**src/rtl/spi_sub_sync_if.sv**
```systemverilog
// SPI subordinate bus bundle: chip-side serial pins plus the word-level
// handshake towards the AES core. The slave modport is the subordinate
// itself; the master modport is whatever drives the pins and consumes rx.
interface spi_sub_sync_if #(
    parameter int WIDTH = 128
);
    logic             cs_n;
    logic             sclk;
    logic             mosi;
    logic             miso;
    logic [WIDTH-1:0] tx_data;
    logic             tx_load;
    logic [WIDTH-1:0] rx_data;
    logic             rx_valid;
    logic             busy;
    logic             frame_err;

    modport slave (
        input  cs_n,
        input  sclk,
        input  mosi,
        input  tx_data,
        input  tx_load,
        output miso,
        output rx_data,
        output rx_valid,
        output busy,
        output frame_err
    );

    modport master (
        output cs_n,
        output sclk,
        output mosi,
        output tx_data,
        output tx_load,
        input  miso,
        input  rx_data,
        input  rx_valid,
        input  busy,
        input  frame_err
    );
endinterface

```
**src/rtl/spi_sub_sync.sv**
```systemverilog
// Single-clock SPI subordinate (mode 0, MSB first). cs_n, sclk and mosi are
// oversampled in the clk domain through SYNC_STAGES-deep synchronizers; all
// edge detection and shifting happens on clk, nothing is clocked by sclk.
module spi_sub_sync #(
    parameter int WIDTH       = 128,
    parameter int SYNC_STAGES = 2
) (
    input logic           clk,
    input logic           rst,
    spi_sub_sync_if.slave bus
);
    localparam int CW = $clog2(WIDTH + 1);

    typedef enum logic [1:0] {
        IDLE  = 2'd0,
        SHIFT = 2'd1,
        DONE  = 2'd2
    } state_t;

    state_t                 r_state;
    logic [SYNC_STAGES-1:0] r_cs_sync;
    logic [SYNC_STAGES-1:0] r_sclk_sync;
    logic [SYNC_STAGES-1:0] r_mosi_sync;
    logic                   r_cs_d;
    logic                   r_sclk_d;
    logic [WIDTH-1:0]       r_tx_buf;
    logic [WIDTH-1:0]       r_tx_sh;
    logic [WIDTH-1:0]       r_rx_sh;
    logic [WIDTH-1:0]       r_rx_data;
    logic [CW-1:0]          r_bit_cnt;
    logic                   r_miso;
    logic                   r_rx_valid;
    logic                   r_frame_err;
    logic                   r_rx_pend;

    logic                   w_cs_s;
    logic                   w_sclk_s;
    logic                   w_mosi_s;
    logic                   w_cs_fall;
    logic                   w_cs_rise;
    logic                   w_sclk_rise;
    logic                   w_sclk_fall;

    // Pin synchronizers plus one-cycle delayed copies for edge detection;
    // cs_n idles high and sclk idles low so reset does not fake an edge.
    always_ff @(posedge clk) begin
        if (rst) begin
            r_cs_sync   <= '1;
            r_sclk_sync <= '0;
            r_mosi_sync <= '0;
            r_cs_d      <= 1'b1;
            r_sclk_d    <= 1'b0;
        end else begin
            r_cs_sync   <= {r_cs_sync[SYNC_STAGES-2:0], bus.cs_n};
            r_sclk_sync <= {r_sclk_sync[SYNC_STAGES-2:0], bus.sclk};
            r_mosi_sync <= {r_mosi_sync[SYNC_STAGES-2:0], bus.mosi};
            r_cs_d      <= w_cs_s;
            r_sclk_d    <= w_sclk_s;
        end
    end

    assign w_cs_s      = r_cs_sync[SYNC_STAGES-1];
    assign w_sclk_s    = r_sclk_sync[SYNC_STAGES-1];
    assign w_mosi_s    = r_mosi_sync[SYNC_STAGES-1];
    assign w_cs_fall   = r_cs_d & ~w_cs_s;
    assign w_cs_rise   = ~r_cs_d & w_cs_s;
    assign w_sclk_rise = ~r_sclk_d & w_sclk_s;
    assign w_sclk_fall = r_sclk_d & ~w_sclk_s;

    // Transmit buffer: loadable any cycle; a frame only sees it at cs_n fall.
    always_ff @(posedge clk) begin
        if (rst) begin
            r_tx_buf <= '0;
        end else if (bus.tx_load) begin
            r_tx_buf <= bus.tx_data;
        end
    end

    // Frame FSM: capture tx word at cs_n fall, shift on sclk edges, publish rx word.
    always_ff @(posedge clk) begin
        if (rst) begin
            r_state     <= IDLE;
            r_tx_sh     <= '0;
            r_rx_sh     <= '0;
            r_rx_data   <= '0;
            r_bit_cnt   <= '0;
            r_miso      <= 1'b0;
            r_rx_valid  <= 1'b0;
            r_frame_err <= 1'b0;
            r_rx_pend   <= 1'b0;
        end else begin
            r_rx_valid  <= 1'b0;
            r_frame_err <= 1'b0;
            case (r_state)
                IDLE: begin
                    r_miso <= 1'b0;
                    if (w_cs_fall) begin
                        r_tx_sh   <= r_tx_buf;
                        r_miso    <= r_tx_buf[WIDTH-1];
                        r_bit_cnt <= '0;
                        r_state   <= SHIFT;
                    end
                end
                SHIFT: begin
                    // cs_n rising takes priority over a coincident sclk edge;
                    // the bit on that edge is dropped.
                    if (w_cs_rise) begin
                        r_frame_err <= 1'b1;
                        r_miso      <= 1'b0;
                        r_state     <= IDLE;
                    end else if (w_sclk_rise) begin
                        r_rx_sh   <= {r_rx_sh[WIDTH-2:0], w_mosi_s};
                        r_bit_cnt <= r_bit_cnt + CW'(1);
                        if (r_bit_cnt == CW'(WIDTH - 1)) begin
                            r_rx_pend <= 1'b1;
                            r_miso    <= 1'b0;
                            r_state   <= DONE;
                        end
                    end else if (w_sclk_fall) begin
                        r_tx_sh <= r_tx_sh << 1;
                        r_miso  <= r_tx_sh[WIDTH-2];
                    end
                end
                DONE: begin
                    // rx_data is published on the first DONE cycle so the last
                    // shifted bit has settled in rx_sh; bit_cnt stays at WIDTH.
                    r_miso <= 1'b0;
                    if (r_rx_pend) begin
                        r_rx_data  <= r_rx_sh;
                        r_rx_valid <= 1'b1;
                        r_rx_pend  <= 1'b0;
                    end
                    if (w_cs_rise) begin
                        r_state <= IDLE;
                    end
                end
                default: begin
                    r_miso  <= 1'b0;
                    r_state <= IDLE;
                end
            endcase
        end
    end

    assign bus.miso      = r_miso;
    assign bus.rx_data   = r_rx_data;
    assign bus.rx_valid  = r_rx_valid;
    assign bus.frame_err = r_frame_err;
    assign bus.busy      = (r_state != IDLE);

endmodule

```
**src/flat_wrapper.sv**
```systemverilog
// flat-port wrapper written by rule: the top's interface ports become plain ports
module spi_sub_sync_flat 
#(
    parameter int WIDTH       = 128,
    parameter int SYNC_STAGES = 2
)
  (clk, rst, bus_cs_n, bus_sclk, bus_mosi, bus_tx_data, bus_tx_load, bus_miso, bus_rx_data, bus_rx_valid, bus_busy, bus_frame_err);
  spi_sub_sync_if #(.WIDTH(WIDTH)) bus_i ();
  input logic clk;
  input logic rst;
  input wire logic [$bits(bus_i.cs_n)-1:0] bus_cs_n;
  input wire logic [$bits(bus_i.sclk)-1:0] bus_sclk;
  input wire logic [$bits(bus_i.mosi)-1:0] bus_mosi;
  input wire logic [$bits(bus_i.tx_data)-1:0] bus_tx_data;
  input wire logic [$bits(bus_i.tx_load)-1:0] bus_tx_load;
  output wire logic [$bits(bus_i.miso)-1:0] bus_miso;
  output wire logic [$bits(bus_i.rx_data)-1:0] bus_rx_data;
  output wire logic [$bits(bus_i.rx_valid)-1:0] bus_rx_valid;
  output wire logic [$bits(bus_i.busy)-1:0] bus_busy;
  output wire logic [$bits(bus_i.frame_err)-1:0] bus_frame_err;
  assign bus_i.cs_n = bus_cs_n;
  assign bus_i.sclk = bus_sclk;
  assign bus_i.mosi = bus_mosi;
  assign bus_i.tx_data = bus_tx_data;
  assign bus_i.tx_load = bus_tx_load;
  assign bus_miso = bus_i.miso;
  assign bus_rx_data = bus_i.rx_data;
  assign bus_rx_valid = bus_i.rx_valid;
  assign bus_busy = bus_i.busy;
  assign bus_frame_err = bus_i.frame_err;
  spi_sub_sync #(.WIDTH(WIDTH), .SYNC_STAGES(SYNC_STAGES)) u_core (.clk(clk), .rst(rst), .bus(bus_i));
endmodule
```
**config.mk**
```make
export PLATFORM = sky130hd
export DESIGN_NAME = spi_sub_sync_flat
export DESIGN_NICKNAME = d
export VERILOG_FILES = /design/src/rtl/spi_sub_sync_if.sv /design/src/rtl/spi_sub_sync.sv /design/src/flat_wrapper.sv
export SDC_FILE = /design/constraint.sdc
export NUM_CORES = 1
export LEC_CHECK = 0
export CORE_MARGIN = 3
export CORE_UTILIZATION = 57
export DETAILED_ROUTE_END_ITERATION = 8
export DONT_BUFFER_PORTS = 1
export PLACE_DENSITY = 0.83
export SYNTH_ARGS = -nofsm -noshare
export SYNTH_HDL_FRONTEND = slang
export SYNTH_SLANG_ARGS = --single-unit
export TNS_END_PERCENT = 10
```
**constraint.sdc**
```tcl
create_clock -name clk -period 1.8 [get_ports clk]
set_clock_uncertainty 0.2 [all_clocks]
set_input_delay 0.18 -clock clk [delete_from_list [all_inputs] [get_ports clk]]
set_output_delay 0.18 -clock clk [all_outputs]
set_load 0.05 [all_outputs]
```
======== Word level (Yosys, flattened, before mapping) ========
Index checks and enable logic that the tools add are counted.
storage, ports and cells
  bits in registers ....................... 533
  input bits .............................. 134
  output and inout bits ................... 132
  logic and storage cells ................. 81
cells by class
  add/sub/neg operators ................... 1
  equal/unequal tests ..................... 14
  multiplexer cells ....................... 27
  bitwise operators ....................... 11
  reductions and logical operators ........ 13
operator list
  kind                                                                    count
  127-bit two-way mux                                                     4
  127-bit one-hot mux with 2 select lines                                 1
  8-bit two-way mux                                                       3
  8-bit one-hot mux with 2 select lines                                   1
  4-bit AND reduction                                                     3
  1-bit two-way mux                                                       10
  2-bit two-way mux                                                       5
  2-bit by 1-bit != test with 1-bit output (second input constant)        5
  8-bit by 1-bit adder with 8-bit output (second input constant)          1
  8-bit by 7-bit equality test with 1-bit output (second input constant)  1
  1-bit NOT                                                               7
  3-bit by 1-bit != test with 1-bit output (second input constant)        2
  2-bit one-hot mux with 3 select lines                                   1
  2-bit nonzero test                                                      3
  5-bit AND reduction                                                     1
  1-bit AND                                                               4
  2-bit != test (second input constant)                                   2
  4-bit by 1-bit != test with 1-bit output (second input constant)        1
  4-bit by 3-bit != test with 1-bit output (second input constant)        1
  1-bit one-hot mux with 2 select lines                                   2
  2-bit AND reduction                                                     2
  2-bit OR reduction                                                      2
  3-bit AND reduction                                                     1
  2-bit by 1-bit equality test with 1-bit output (second input constant)  1
  2 further kinds                                                         2

======== Longest topological paths before layout ========
Gate-level depths: netlist of run 1.
  depth in word-level cells ............... 6
  depth in mapped cells ................... 8
  mapped depth without buffers ............ 5

======== Least setup slack after synthesis of run 1 ========
OpenSTA, ideal clock, no wires.
  kind .................................... reg-to-reg
  start point ............................. reg u_core.r_cs_sync[1]
  end point ............................... reg u_core.r_tx_sh[77]
  setup time .............................. 0.146 ns
  arrival time ............................ 1.398 ns
  required time ........................... 1.454 ns
  path slack .............................. 0.056 ns
  cell stages (with the launch flop) ...... 9
  buffers on the path ..................... 4
  cells stage by stage .................... dfxtp_1 nand2b_1 buf_2 a31o_1 buf_6 buf_6 buf_4 a21oi_1 a311oi_2
between the ends
  longest elaborated chain between the ends .. 4
  elaborated cells between the ends (all ways) .. 6
  those cells by class .................... eq/ne: 2; bitwise: 3; reduce/logical: 1
ends and longest elaborated chain
  element                                                    RTL line             RTL
  start: declaration                                         spi_sub_sync.sv:21   logic [SYNC_STAGES-1:0] r_cs_sync;
  start signal: assignment                                   spi_sub_sync.sv:54   r_cs_sync <= {r_cs_sync[SYNC_STAGES-2:0], bus.cs_n};
  1-bit NOT                                                  spi_sub_sync.sv:65   assign w_cs_fall = r_cs_d & ~w_cs_s;
  1-bit AND                                                  spi_sub_sync.sv:65
  2-bit by 1-bit != test with 1-bit output (no source line)  --
  5-bit AND reduction (no source line) (*)                   --
  end signal: assignment                                     spi_sub_sync.sv:98   r_tx_sh <= r_tx_buf;
  end signal: assignment                                     spi_sub_sync.sv:120  r_tx_sh <= r_tx_sh << 1;
  end: declaration                                           spi_sub_sync.sv:27   logic [WIDTH-1:0] r_tx_sh;
Mark *: on every way between the ends. The rest lies on a longest branch, timed or not.
A chain may end at the register's enable or synchronous reset.

======== Worst setup path after layout of run 1 ========
  start point ............................. reg u_core.r_state[0]
  end point ............................... reg u_core.r_tx_sh[113]
between the ends
  longest elaborated chain between the ends .. 3
  elaborated cells between the ends (all ways) .. 9
  those cells by class .................... eq/ne: 5; mux: 1; reduce/logical: 3
ends and longest elaborated chain
  element                                                                              RTL line             RTL
  start: declaration                                                                   spi_sub_sync.sv:20   state_t r_state;
  start signal: assignment                                                             spi_sub_sync.sv:82   r_state <= IDLE;
  start signal: assignment                                                             spi_sub_sync.sv:101  r_state <= SHIFT;
  start signal: assignment                                                             spi_sub_sync.sv:110  r_state <= IDLE;
  2-bit by 1-bit equality test with 1-bit output or 2-bit logical NOT (tied branches)  spi_sub_sync.sv:94   case (r_state)
  2-bit != test (no source line), or another cell as far along                         --
  5-bit AND reduction (no source line)                                                 --
Parallel ways exist; a longest one is shown, timed or not.

==> key figures, run 1 <==
Placement
  – Routability cong.: 0.7723
  – DP HPWL: 28540 um
  – I/O Buffers: 0
  – Placement Setup Slack: -0.1100 ns

Floorplan
  – Die area: 37980 sq um
  – I/O pins: 266
  – Die Width: 194.9 um
  – Rows: 68
  – Starting density of the core: 0.5830
  – Die height: 194.9 um
  – Core area: 34880 sq um

Yosys
  – Synth cell types: 37
  – Avg Cell Area, Syn: 9.173 sq um
  – Post-Syn Area: 20340 sq um
  – Yosys top cell area share: 0.5247
  – Mux contribution to synthesized area: 0.1250
  – Syn Nets: 2352
  – Post-Synth Simple-Gate Area: 0.1335
  – Top cells by area, synth: dfxtp_1, mux2i_1, a21oi_1
  – Register area share after synthesis: 0.5247
  – Synth Area in XOR/XNOR: 0
  – Main combinational cell family by area after synthesis: compound AO/OA/AOI/OAI gates
  – Post-Synth Adder-Cell Area: 0.0006153
  – Ys Warns: 0
  – FF+latch count, synth: 533
  – Post-synth top area cell: dfxtp_1
  – Compound-cell area share of the yosys netlist: 0.1718
  – Syn Inst Count: 2217

Pwr
  – PwrDens: 980.9 nW/um^2
  – Clock share of power: 0.447
  – Comb pwr share: 0.080
  – Internal power: 20.27 mW
  – Sw frac: 0.2306
  – Max VDD drop: 0.9768 mV
  – Sequential share of power: 0.473
  – Net Switching: 6.076 mW
  – Power Total: 26.35 mW
  – Leak: 9.542 nW

Worst setup path
  – CP max stage delay: 0.60 ns
  – Worst path cell trace: buf_8 -> buf_16 -> buf_4 -> mux2i_1 -> a311oi_1
  – Crit path capture: u_core.r_tx_sh[113]
  – CP Data Arrival Time: 2.48 ns
  – Crit end category: register
  – Worst R2R End: u_core.r_tx_sh[113]
  – CP max-delay cell: mux2i_1
  – Reg2reg path depth: 5
  – Crit path max fanout: 18
  – WP data required: 2.01 ns
  – RR Startpoint: u_core.r_state[0]
  – Register-to-register setup slack: -0.47 ns
  – Crit Path Category: register to register
  – Startpoint types: register
  – CP Launch Point: u_core.r_state[0]

Timing
  – Final Hold Vio Count: 247
  – # setup viols final: 256
  – Slew HR: -0.004473
  – Min Hold Slack: -0.5030 ns
  – Final Cycle Share: 1.261
  – Fmax: 440.5 MHz
  – Tmin final: 2.270 ns
  – Worst setup margin: -0.4700 ns
  – Slew Viols, Final: 23
  – Worst Tran Pin Value: 1.507 ns
  – RSZ-0062 raised after global routing: true

Finish
  – Proportion of layout cells with a drive suffix above 1: 0.1644
  – Layout area overhead: 32.09%
  – Post-layout nets: 2630
  – Fillers: 1948
  – Core Util, Final: 0.7700

CTS
  – Num Clock Sinks: 533
  – CTS clk-pin slew, worst paths: 0.07 ns
  – Clock Latency Late Sink: 0.60 ns
  – Cts hold-fix bufs: 244
  – CTS tree: built
  – H-tree depth: 2
  – CTS Buffer Depth: 3
  – Clock Root Buffer: clkbuf_16
  – Num CTS Buffers: 52

Routing
  – Wire per inst: 23.67 um
  – Via density: 6.364
  – Final WL: 70770 um
  – DRC viols: 0
  – DR pass1 iterations: 7
  – Routed Antenna Nets: 0
  – Initial DRC count: 2290
  – Via count: 19030

Global routing
  – Global routing usage on met1: 0.3685
  – Vias in the first global route: 17760
  – Met2 GRT Util: 0.5159
  – Global route total overflow: 0
  – Busiest grt layer: met2
  – Gr usage total: 0.3049
  – GR Layer Usage met3: 0.06778
  – Largest net degree at the start of global routing: 529
  – First-pass GRT wire length: 95710 um
  – Initial antenna violation count: 7

Run status
  – Failing checks: hold timing, slew limit, setup timing
  – Status: complete, but fails checks

Flow run
  – MaxCap Viol Count: 0

Min path
  – Hold WC Path Type: input port to register
[timing repair]
action | in CTS | in global routing
pin swaps | 7 | 61
cloned | 1 | 15
endpoints found under the setup margin | 66 | 362
gates resized for setup | 26 | 116
buffers inserted | 3 | 10
hold endpoints to repair | 533 | 503
[area by class of cell]
class	instances	area (sq um)	area share
Multi-Input combinational cell	1477	9195	0.3423
Inverter	4	22.52	0.0008385
Clock inverter	13	275.3	0.01025
Clock buffer	76	1533	0.05706
Timing Repair Buffer	427	4569	0.1701
Antenna cell	5	12.51	0.0004658
Tap cell	455	569.3	0.02119
Sequential cell	533	10680	0.3978
[power groups by stage]
stage          combinational, mW  sequential (mW)  clock (mW)
2_1_floorplan               1.10             12.5           0
3_5_place_dp                1.04             12.6           0
6_report                    2.10             12.5        11.8
5_1_grt                     2.16             12.5        12.2
3_3_place_gp               0.978             12.6           0
4_1_cts                     1.60             12.3        11.6
[flip-flops by register name, summed over array words and instances (netlist names), 2 cells and up]
register,count
u_core.bus.rx_data,128
u_core.r_bit_cnt,8
u_core.r_cs_sync,2
u_core.r_mosi_sync,2
u_core.r_rx_sh,128
u_core.r_sclk_sync,2
u_core.r_state,2
u_core.r_tx_buf,128
u_core.r_tx_sh,127
[worst min path at each step]
stage / end / cells past startpoint / slack (ns) / from
2_1_floorplan: u_core.r_cs_sync[0] / 1 / 0.08 / bus_cs_n
3_3_place_gp: u_core.r_cs_sync[0] / 1 / 0.09 / bus_cs_n
3_5_place_dp: u_core.r_cs_sync[0] / 1 / 0.09 / bus_cs_n
6_report: u_core.bus.rx_data[27] / 1 / -0.50 / rst
5_1_grt: u_core.bus.rx_data[30] / 1 / -0.52 / rst
4_1_cts: u_core.r_rx_sh[37] / 1 / -0.51 / rst
[layout by cell type, fill, tap and decap left out, types with 2 or more instances in the layout]
cell,n
inv_6,2
inv_1,3
and4_1,2
dlygate4sd3_1,244
a21oi_2,51
dfxtp_4,2
o21ai_0,4
clkbuf_8,13
nand3_1,4
dfxtp_2,5
mux2i_2,2
buf_12,25
buf_4,117
clkbuf_16,66
buf_16,4
bufinv_16,8
buf_6,17
a311oi_1,56
or4_4,2
nand2_1,516
clkinv_2,2
or4_1,2
nor3_1,2
nor2b_1,5
a311oi_2,71
clkbuf_1,11
mux2i_1,252
o31ai_1,2
or3_1,4
buf_8,5
nand2b_1,2
diode_2,5
dfxtp_1,526
a21oi_1,338
nor2_1,132
nor2b_4,2
or2_2,4
[worst max-delay path, delay by kind of cell (launching register included)]
kind                   cells  cell delay (ns)
buffers and inverters      3             0.61
multiplexers               1             0.60
flip-flops                 1             0.42
AO/OA/AOI/OAI              1             0.23
[Yosys cell counts]
master      n
a211oi_1    1
a21bo_1     1
a21oi_1   390
a221oi_1    1
a22oi_1     1
a311oi_1   74
a311oi_2   53
a31o_1      1
a31oi_1     2
a32oi_1     1
and2b_1     1
and3_1      2
and4_1      2
buf_1      13
buf_2      64
buf_4       6
buf_6       3
clkbuf_1  117
dfxtp_1   533
ha_1        1
inv_1       4
mux2i_1   254
nand2_1   518
nand2b_1    3
nand3_1     5
nand4_1     1
nor2_1    132
nor2b_1     8
nor3_1      3
nor3b_1     1
nor3b_2     1
nor4b_2     1
o21ai_0     4
o31ai_1     2
or2_2       5
or3_1       4
or4_1       4
[metal layers]
metal / vias up / part of all wire
li1: 8226 / -
met5: - / 0.00032
met4: 4 / 0.087
met1: 8817 / 0.35
met2: 1445 / 0.46
met3: 537 / 0.10
[per-stage QoR]
| stage | setup TNS (ns) | instances | hold WS (ns) | cell area (sq um) |
|---|---|---|---|---|
| final | -20.98 | 2990 | -0.5030 | 26860 |
| after detailed placement | -0.6955 | 2623 | 0.09489 | 21520 |
| after CTS | -0.3119 | 2960 | -0.5106 | 25930 |
| after global placement | -0.002340 | 2623 | 0.08886 | 21520 |
| after global routing | -24.43 | 2990 | -0.5222 | 26860 |
| after floorplan | 0 | 2217 | 0.08381 | 20340 |
[kinds of logic after synthesis]
| group | Yosys count |
|---|---|
| and+or+nand+nor | 691 |
| DFF | 533 |
| AOI/OAI and AO/OA | 531 |
| muxes | 254 |
| buffers and inverters | 207 |
| adders and majority gates | 1 |
(Power assumes the default switching activity.)
==> inputs of run 2 (changes only) <==
--- a/config.mk
+++ b/config.mk
@@ -9,7 +9,8 @@
 export CORE_UTILIZATION = 57
 export DETAILED_ROUTE_END_ITERATION = 8
 export DONT_BUFFER_PORTS = 1
-export PLACE_DENSITY = 0.83
+export PLACE_DENSITY_LB_ADDON = 0.05
+export SLEW_MARGIN = 5
 export SYNTH_ARGS = -nofsm -noshare
 export SYNTH_HDL_FRONTEND = slang
 export SYNTH_SLANG_ARGS = --single-unit
==> run 2 against run 1 <==
  * Flip-flop and latch count unchanged
  * Utilization decreased by 2.0 points
  * The run still ends with hold timing, slew limit, setup timing left
  * Worst hold slack got worse by 0.0049 ns
  * Largest power group unchanged
  * Worst setup slack improved by 0.14 ns
==> key figures, run 2 (synthesized netlist as in run 1, its figures left out) <==
Floorplan
  – Starting density of the core: 0.5830
  – Core area: 34880 sq um
  – Rows: 68
  – Die height: 194.9 um
  – I/O pins: 266
  – Die area: 37980 sq um
  – Die Width: 194.9 um

Timing
  – Final Cycle Share: 1.181
  – RSZ-0062 raised after global routing: true
  – Tmin final: 2.125 ns
  – Worst Tran Pin Value: 1.816 ns
  – # setup viols final: 122
  – Final Hold Vio Count: 137
  – Slew HR: -0.2107
  – Fmax: 470.5 MHz
  – Setup TNS: -6.735 ns
  – Worst setup margin: -0.3253 ns
  – Slew Viols, Final: 279
  – Min Hold Slack: -0.5080 ns

Worst setup path
  – Top delay family on crit path: simple AND/OR/NAND/NOR gates
  – Crit Path Category: input port to register
  – Crit path max fanout: 528
  – Startpoint types: input port
  – CP Launch Point: rst
  – WP data required: 2.06 ns
  – CP max-delay cell: or2_2
  – Worst path cell trace: or2_2 -> dlygate4sd3_1
  – Crit end category: register
  – RR Startpoint: u_core.r_state[0]
  – Crit path buf inv count: 1
  – CP max stage delay: 0.81 ns
  – CP Data Arrival Time: 2.38 ns

Finish
  – Layout area overhead: 28.63%
  – Post-layout nets: 2606
  – Fillers: 2383
  – Finished layout cell area: 26160 sq um
  – Commonest non-fill, non-tap cell in the layout: dfxtp_1
  – Multi-input logic area: 8956 sq um
  – Most frequent cells in the layout: dfxtp_1, nand2_1, a21oi_1
  – Proportion of layout cells with a drive suffix above 1: 0.1350
  – Non-Filler Instances: 2968
  – Core Util, Final: 0.7499
  – Seq. cell area: 10680 sq um

Global routing
  – Initial antenna violation count: 4
  – Gr usage total: 0.2534
  – First-pass GRT wire length: 82100 um
  – Vias in the first global route: 16030
  – Largest net degree at the start of global routing: 529
  – Global route total overflow: 0

CTS
  – CTS clk-pin slew, worst paths: 0.06 ns
  – CTS Buffer Depth: 3
  – H-tree depth: 2
  – Clock Root Buffer: clkbuf_16
  – Cts hold-fix bufs: 251
  – Clock Latency Late Sink: 0.58 ns
  – CTS tree: built
  – Num CTS Buffers: 52
  – Num Clock Sinks: 533

Pwr
  – Clock share of power: 0.443
  – Internal power: 19.83 mW
  – Sequential share of power: 0.489
  – PwrDens: 967.7 nW/um^2
  – Power Total: 25.31 mW
  – Sw frac: 0.2168
  – Max VDD drop: 1.014 mV
  – Net Switching: 5.487 mW
  – Comb pwr share: 0.068
  – Leak: 9.278 nW

Min path
  – Hold Crit Start: rst
  – Hold WC Path Type: input port to register

Routing
  – Wire per inst: 17.28 um
  – DRC viols: 0
  – Final WL: 51280 um
  – Routed Antenna Nets: 0
  – DR pass1 iterations: 5
  – Initial DRC count: 1158
  – Via density: 5.623
  – Via count: 16690

Run status
  – Failing checks: hold timing, slew limit, setup timing
  – Status: complete, but fails checks

Flow run
  – MaxCap Viol Count: 0

Placement
  – DP HPWL: 26060 um
  – Dpl cell area: 21450 sq um
  – Placement Setup Slack: -0.04129 ns
  – Routability cong.: 0.7868
  – I/O Buffers: 0
  – Dpl cells: 2611
## run 2: changes by cell type in the layout (fill, tap and decap cells not counted), moves of 5 or more
cell           delta
buf_8             -5
buf_6            -11
clkinv_2          +9
a21oi_1          +31
clkbuf_16         -9
a311oi_1         +13
buf_12            -5
a21oi_2          -30
a311oi_2         -13
dlygate4sd3_1     +7
## run 2: worst reg2reg max path, delay by kind of cell, from the launching register on
family          cells  cell delay, ns
compound gates      3            0.56
flops               1            0.35
simple gates        1            0.22
buf+inv             3            0.47
## run 2: layout make-up
class / count / share of cell area
sequential: 533 / 0.4082
tap: 455 / 0.02176
timing repair buffer: 403 / 0.1591
multi-input combinational: 1477 / 0.3424
inverter: 4 / 0.0008610
antenna: 2 / 0.0001913
clock inverter: 18 / 0.008514
clock buffer: 76 / 0.05898
## run 2: path summary, 6_finish.rpt
| path | end | slack (ns) | cells past startpoint |
|---|---|---|---|
| worst min register to register | u_core.r_rx_sh[0] | 0.23 | 2 |
| worst min-delay path | u_core.bus.rx_data[33] | -0.51 | 1 |
| worst max register to register | u_core.r_tx_sh[112] | -0.14 | 7 |
| worst max-delay path | u_core.r_cs_sync[0] | -0.33 | 2 |
## run 2: power groups by stage
stage / registers, mW / logic (mW) / clock network, mW
after global placement: 12.6 / 0.981 / 0
after global routing: 12.4 / 1.85 / 11.9
after detailed placement: 12.6 / 1.02 / 0
after floorplan: 12.5 / 1.10 / 0
after CTS: 12.3 / 1.58 / 11.4
final: 12.4 / 1.73 / 11.2
## run 2: metal layers
layer,GRT usage,vias up,share of wire,wire length [um]
met5,0,-,0.00045,23
met3,0.04594,100,0.057,2932
met2,0.4129,474,0.48,24400
met4,0.07895,4,0.023,1179
li1,-,8182,-,-
met1,0.3445,7930,0.44,22750
## run 2: what timing repair did
action | CTS | global route
endpoints found under the setup margin | 21 | 239
hold endpoints to repair | 533 | 510
gates resized for setup | 20 | 39
pin swaps | 42 | 59
setup buffers | 4 | 1
cloned | 1 | 4
